===== src/rtl/serial2tcp_loopback.sv =====
// serial2tcp_loopback: echoes every byte accepted on the source stream back
// out on the sink stream through a first-word-fall-through byte FIFO.
// Optional build macro SERIAL2TCP_LOOPBACK_CRLF_EN: every 0x0D leaving the
// FIFO is followed by an inserted 0x0A. The inserted byte never occupies a
// FIFO entry.
module serial2tcp_loopback #(
    parameter int DEPTH = 16
) (
    input  logic       sys_clk,
    input  logic       sys_rst_n,
    input  logic       serial2tcp_source_valid,
    output logic       serial2tcp_source_ready,
    input  logic [7:0] serial2tcp_source_data,
    output logic       serial2tcp_sink_valid,
    input  logic       serial2tcp_sink_ready,
    output logic [7:0] serial2tcp_sink_data
);

    localparam int          AW       = $clog2(DEPTH);
    localparam logic [AW:0] FULL_CNT = (AW+1)'(DEPTH);

    logic [7:0]    mem [DEPTH];
    logic [AW-1:0] wr_ptr;
    logic [AW-1:0] rd_ptr;
    logic [AW:0]   count;
    logic          run;
    logic          push;
    logic          pop;
    logic          fifo_nonempty;

    // Ready comes only from registered state, so it never follows sink_ready
    // combinationally; a full FIFO refuses pushes even while it is popped.
    assign fifo_nonempty           = (count != '0);
    assign serial2tcp_source_ready = run && (count < FULL_CNT);
    assign push                    = serial2tcp_source_valid && serial2tcp_source_ready;

`ifdef SERIAL2TCP_LOOPBACK_CRLF_EN
    typedef enum logic {
        PASS      = 1'b0,
        INSERT_LF = 1'b1
    } lf_state_t;

    lf_state_t state;
    lf_state_t state_nxt;

    // Output FSM state register; reset drops any pending inserted LF.
    always_ff @(posedge sys_clk) begin
        if (!sys_rst_n) begin
            state <= PASS;
        end else begin
            state <= state_nxt;
        end
    end

    // Output selection: FIFO head in PASS, a synthesized LF in INSERT_LF.
    always_comb begin
        state_nxt             = state;
        pop                   = 1'b0;
        serial2tcp_sink_valid = 1'b0;
        serial2tcp_sink_data  = 8'h00;
        case (state)
            PASS: begin
                serial2tcp_sink_valid = fifo_nonempty;
                if (fifo_nonempty) begin
                    serial2tcp_sink_data = mem[rd_ptr];
                end
                pop = fifo_nonempty && serial2tcp_sink_ready;
                if (pop && (mem[rd_ptr] == 8'h0D)) begin
                    state_nxt = INSERT_LF;
                end
            end
            INSERT_LF: begin
                serial2tcp_sink_valid = 1'b1;
                serial2tcp_sink_data  = 8'h0A;
                if (serial2tcp_sink_ready) begin
                    state_nxt = PASS;
                end
            end
            default: state_nxt = PASS;
        endcase
    end
`else
    // Plain pass-through: the FIFO head is the sink byte, zero when empty.
    always_comb begin
        serial2tcp_sink_valid = fifo_nonempty;
        serial2tcp_sink_data  = 8'h00;
        if (fifo_nonempty) begin
            serial2tcp_sink_data = mem[rd_ptr];
        end
        pop = fifo_nonempty && serial2tcp_sink_ready;
    end
`endif

    // FIFO control: pointers wrap modulo DEPTH, occupancy spans 0..DEPTH.
    always_ff @(posedge sys_clk) begin
        if (!sys_rst_n) begin
            run    <= 1'b0;
            wr_ptr <= '0;
            rd_ptr <= '0;
            count  <= '0;
        end else begin
            run <= 1'b1;
            if (push) begin
                wr_ptr <= wr_ptr + 1'b1;
            end
            if (pop) begin
                rd_ptr <= rd_ptr + 1'b1;
            end
            case ({push, pop})
                2'b10:   count <= count + 1'b1;
                2'b01:   count <= count - 1'b1;
                default: count <= count;
            endcase
        end
    end

    // Storage is left unreset; the cleared pointers make old contents unreachable.
    always_ff @(posedge sys_clk) begin
        if (push) begin
            mem[wr_ptr] <= serial2tcp_source_data;
        end
    end

endmodule


===== config.mk =====
export PLATFORM = sky130hd
export DESIGN_NAME = serial2tcp_loopback
export DESIGN_NICKNAME = d
export VERILOG_FILES = /design/src/rtl/serial2tcp_loopback.sv
export SDC_FILE = /design/constraint.sdc
export NUM_CORES = 1
export LEC_CHECK = 0
export CAP_MARGIN = 30
export CORE_MARGIN = 8
export CORE_UTILIZATION = 55
export CTS_BUF_LIST = sky130_fd_sc_hd__clkbuf_4
export DETAILED_ROUTE_END_ITERATION = 6
export GPL_TIMING_DRIVEN = 0
export PLACE_DENSITY_LB_ADDON = 0.15
export SYNTH_ARGS = -nofsm -noshare
export SYNTH_HDL_FRONTEND = slang
export SYNTH_SLANG_ARGS = --single-unit
export TNS_END_PERCENT = 100

===== constraint.sdc =====
create_clock -name sys_clk -period 4 [get_ports sys_clk]
set_input_delay 0.4 -clock sys_clk [delete_from_list [all_inputs] [get_ports sys_clk]]
set_output_delay 0.4 -clock sys_clk [all_outputs]
set_load 0.01 [all_outputs]

# After elaboration in Yosys (flattened, before gate mapping)
# Memory sizes are Yosys's and may differ from the RTL's. A register that Yosys moved wholly into a read port is not among the register bits.
# Index checks and enable logic that the tools add are counted.
[totals] ff_bits=14 wordCells=24 out_inout_bits=10 mem_bits_rw=128 mem_count=1 in_bits=12
[classes] n_mux=7 n_eq_ne=2 n_reduce_logical=5 n_lt_le_gt_ge=1 n_addsub=4
[mem_list] name="mem" depth=16 width=8 rd=1 rd_clocked_by_memory_dff=1 write_ports=1 line_no="22" text="logic [7:0] mem [DEPTH];"
[ops] operator="case mux 5 bit (2 select lines)" count=1
[ops] operator="adder 4 x 1 -> 4 bit (second input constant)" count=2
[ops] operator="two-way mux 4 bit" count=2
[ops] operator="two-way mux 8 bit" count=1
[ops] operator="adder 5 x 1 -> 5 bit (second input constant)" count=1
[ops] operator="less-than comparator 5 bit (second input constant)" count=1
[ops] operator="nonzero test 5 bit" count=1
[ops] operator="subtractor 5 x 1 -> 5 bit (second input constant)" count=1
[ops] operator="logical AND 1 bit" count=3
[ops] operator="two-way mux 1 bit" count=3
[ops] operator="equality test 2 x 1 -> 1 bit (second input constant)" count=1
[ops] operator="equality test 2 bit (second input constant)" count=1
[ops] operator="nonzero test 2 bit" count=1

# Longest topological paths before layout
[logic_depth] depth_word=5 mapped_depth=12 mapped_depth_nobuf=10

# Least setup slack after synthesis
# OpenSTA, ideal clock, no wires.
[synth_timing] path_kind="flip-flop to flip-flop" from="register count[4]" to="register count[2]" path_slack_ps=1602 period_less_slack_ps=2398 required_ps=3930 setup_time_ps=70 path_stages_with_launch=13 arrival_time_ps=2328 path_buffers=2 cell_sequence="dfxtp_1 -> nor2b_1 -> and2_1 -> buf_2 -> inv_2 -> ha_1 -> clkbuf_1 -> xor2_1 -> ha_1 -> a31oi_1 -> xor2_1 -> or3_1 -> a21oi_1"
[synth_via] elab_chain_len=5 word_cells_on_any_way=9 classes_between="order compare: 1; eq/ne: 2; mux: 1; reduce/logical: 5"
[synth_rtl] item="start: declaration" line_no="25" text="logic [AW:0] count;"
[synth_rtl] item="start signal: assignment" line_no="110" text="2'b10: count <= count + 1'b1;"
[synth_rtl] item="start signal: assignment" line_no="111" text="2'b01: count <= count - 1'b1;"
[synth_rtl] item="start signal: assignment" line_no="112" text="default: count <= count;"
[synth_rtl] item="less-than comparator 5 bit *" line_no="34" text="assign serial2tcp_source_ready = run && (count < FULL_CNT);"
[synth_rtl] item="logical AND 1 bit *" line_no="34"
[synth_rtl] item="via serial2tcp_source_ready" line_no="12" text="output logic serial2tcp_source_ready,"
[synth_rtl] item="logical AND 1 bit *" line_no="35" text="assign push = serial2tcp_source_valid && serial2tcp_source_ready;"
[synth_rtl] item="equality test 2 x 1 -> 1 bit or equality test 2 bit (tied branches)" line_no="109" text="case ({push, pop})"
[synth_rtl] item="case mux 5 bit (2 select lines) or nonzero test 2 bit (tied branches)"
# The timed path passes the listed nets; every way through them passes the cells marked *.
# A chain may end at the register's enable or synchronous reset.

==> results.json <==
{
  "arrival_ps": 3150,
  "synth.top_cell.area_share": 0.660,
  "ant_nets": 0,
  "clock_path_buffers": 2,
  "drt_first_pass_iters": 4,
  "power_density_nw_per_um2": 558,
  "track_usage": 0.166,
  "ys_ff_latch": 146,
  "synth_area_leaders": "edfxtp_1 66%, mux4_2 15%, dfxtp_1 6.2%",
  "status": "completed",
  "worst_ir_drop_vdd_mv": 0.256,
  "drive_gt1_frac": 0.213,
  "fin_skew_ps": 23.4,
  "p_total_mw": 3.65,
  "layout.area.seq_um2": 4200,
  "multiInputGateArea_um2": 1530,
  "yosysSeqAreaShare": 0.722,
  "avgRoutedWirePerCell_um": 22.1,
  "final_cells": 497,
  "grt_pass1_wl_um": 17000,
  "place.port_buffers": 21,
  "ys.warnings.count": 0,
  "rows": 37,
  "ctsRootBufferMaster": "clkbuf_4",
  "cts_sinks": 146,
  "crit_type": "reg -> out",
  "vias": 2837,
  "start_util": 0.564,
  "wl_um": 11000,
  "n_antenna_cell": 0,
  "period_share": 0.889,
  "leakagePower_nw": 2.09,
  "htreeDepth": 4,
  "drc_errors": 0,
  "grt_remaining_overflow": 0,
  "area_growth_pct": 12.5,
  "path_clk_slew_ps": 130,
  "io_pins": 22,
  "fin_util": 0.634,
  "syn_area_um2": 5820,
  "cts_resized": 0,
  "clk_latency_ps": 520,
  "clock.fmax_ghz": 0.281,
  "place.detailed.hpwl_um": 7110,
  "required_ps": 3600,
  "nFillCells": 714,
  "fp.coreArea_um2": 10300,
  "grt_max_degree": 17,
  "hold_class": "in -> reg",
  "period_needed_ps": 3550,
  "cts_tree": "done",
  "drv_cap": 0,
  "synth_area_leader_cell": "edfxtp_1",
  "syn_avg_cell_area_um2": 18.8,
  "hold_viol_final": 0,
  "cp_max_fo": 10,
  "grt_pass1_vias": 2974,
  "die_width_um": 119,
  "cts_inserted_buffers": 17,
  "avgViaCountPerCell": 5.71,
  "rsz0062_at_grt": "false",
  "dieArea_um2": 14100,
  "fin_nets": 369,
  "place.gp.congestion": 0.775,
  "start_kind": "flip-flop",
  "yosys.cell_types.count": 30,
  "cts_setup_buffers": 0,
  "slew_violations": 0,
  "max_slew.worst_pin.slew_ps": 988,
  "grt_antenna_before_repair": 0,
  "hold_slack_ps": 443,
  "worstSetupEndpointType": "output port",
  "die_h_um": 119,
  "finalSetupViolations": 0,
  "place_inst": 466,
  "synth_nets": 329,
  "max-slew-margin-rel": 0.338,
  "syn_inst": 309,
  "drt-initial-drc-count": 229,
  "final.setup.tns_ps": 0,
  "hold_buffers": 0
}
==> cell families (layout without fill, tap and decap cells) <==
logic type / after synthesis / after routing / synth area share
buffers and inverters: 23 / 75 / 0.0191
AND/OR/NAND/NOR: 65 / 65 / 0.0529
XOR/XNOR: 10 / 10 / 0.0150
adder cells (fa/ha/maj): 8 / 8 / 0.0172
multiplexers: 43 / 43 / 0.160
flip-flops: 146 / 146 / 0.722
AO/OA/AOI/OAI: 14 / 14 / 0.0138
==> layer usage <==
metal	GRT usage	wire (um)
met1	0.214	4610
met5	0	0
met3	0.0524	657
met2	0.260	5570
met4	0.0609	145
==> cell type report <==
cell class | count | area share
plain buffers | 17 | 0.0136
clock buffers | 18 | 0.0206
clock inverters | 13 | 0.0292
inverters | 6 | 0.00344
multi-input cells | 140 | 0.233
flip-flops and latches | 146 | 0.642
well taps | 136 | 0.0260
repair buffers | 21 | 0.0321
==> critical path: stages, from the launching register on <==
cell	delay, ps
dfxtp_1	510
buf_1	540
mux4_2	430
mux4_2	500
and2_1	190
clkdlybuf4s50_1	470
==> flip-flops by register name (all words and copies together) (netlist names), named ones only <==
signal and flops:
run 1, wr_ptr 4, rd_ptr 4, count 5, mem 128
==> metrics by stage <==
stage,cell area (um^2),setup slack (ps)
final,6550,446
after global routing,6550,262
after CTS,6550,337
after detailed placement,6220,985
after global placement,6200,1000
after floorplan,5820,1600
==> synthesized netlist by cell type <==
library cell,instances
a21oi_1,6
ha_1,8
or3_1,1
nand2b_1,3
buf_6,3
nor3b_1,1
and2_1,10
a41oi_1,1
xor2_1,8
nor2b_1,2
and3_1,1
mux4_2,40
xnor2_1,2
a31oi_1,1
nand4_1,1
o31ai_1,2
inv_2,1
edfxtp_1,128
nand3_1,3
mux2i_1,3
nor2_1,25
and3b_1,1
nand2_1,12
nor3_1,5
inv_1,5
dfxtp_1,18
clkbuf_1,7
buf_2,2
o21ai_0,4
buf_1,5
==> placed cells by master (no fill, tap or decap), types with 5 or more instances in the layout <==
cell / n
xor2_1: 8
and2_1: 10
inv_1: 5
clkbuf_1: 7
ha_1: 8
nand2_1: 12
clkdlybuf4s50_1: 21
a21oi_1: 6
mux4_2: 40
buf_1: 5
dfxtp_1: 18
clkbuf_4: 18
nor2_1: 25
edfxtp_1: 128
bufinv_16: 5
==> where the power goes <==
part           switching [mW]  internal [mW]
sequential             0.0339           1.70
combinational           0.442          0.445
clock                   0.480          0.553
==> final timing paths <==
kind,from,to,slack (ps),depth (start not counted)
max,flip-flop,serial2tcp_sink_data[7],450,5
min,sys_rst_n,run,440,1
max reg2reg,count[2],count[2],1310,12
min reg2reg,count[4],count[4],510,2
Power figures use the tool's default switching activity.
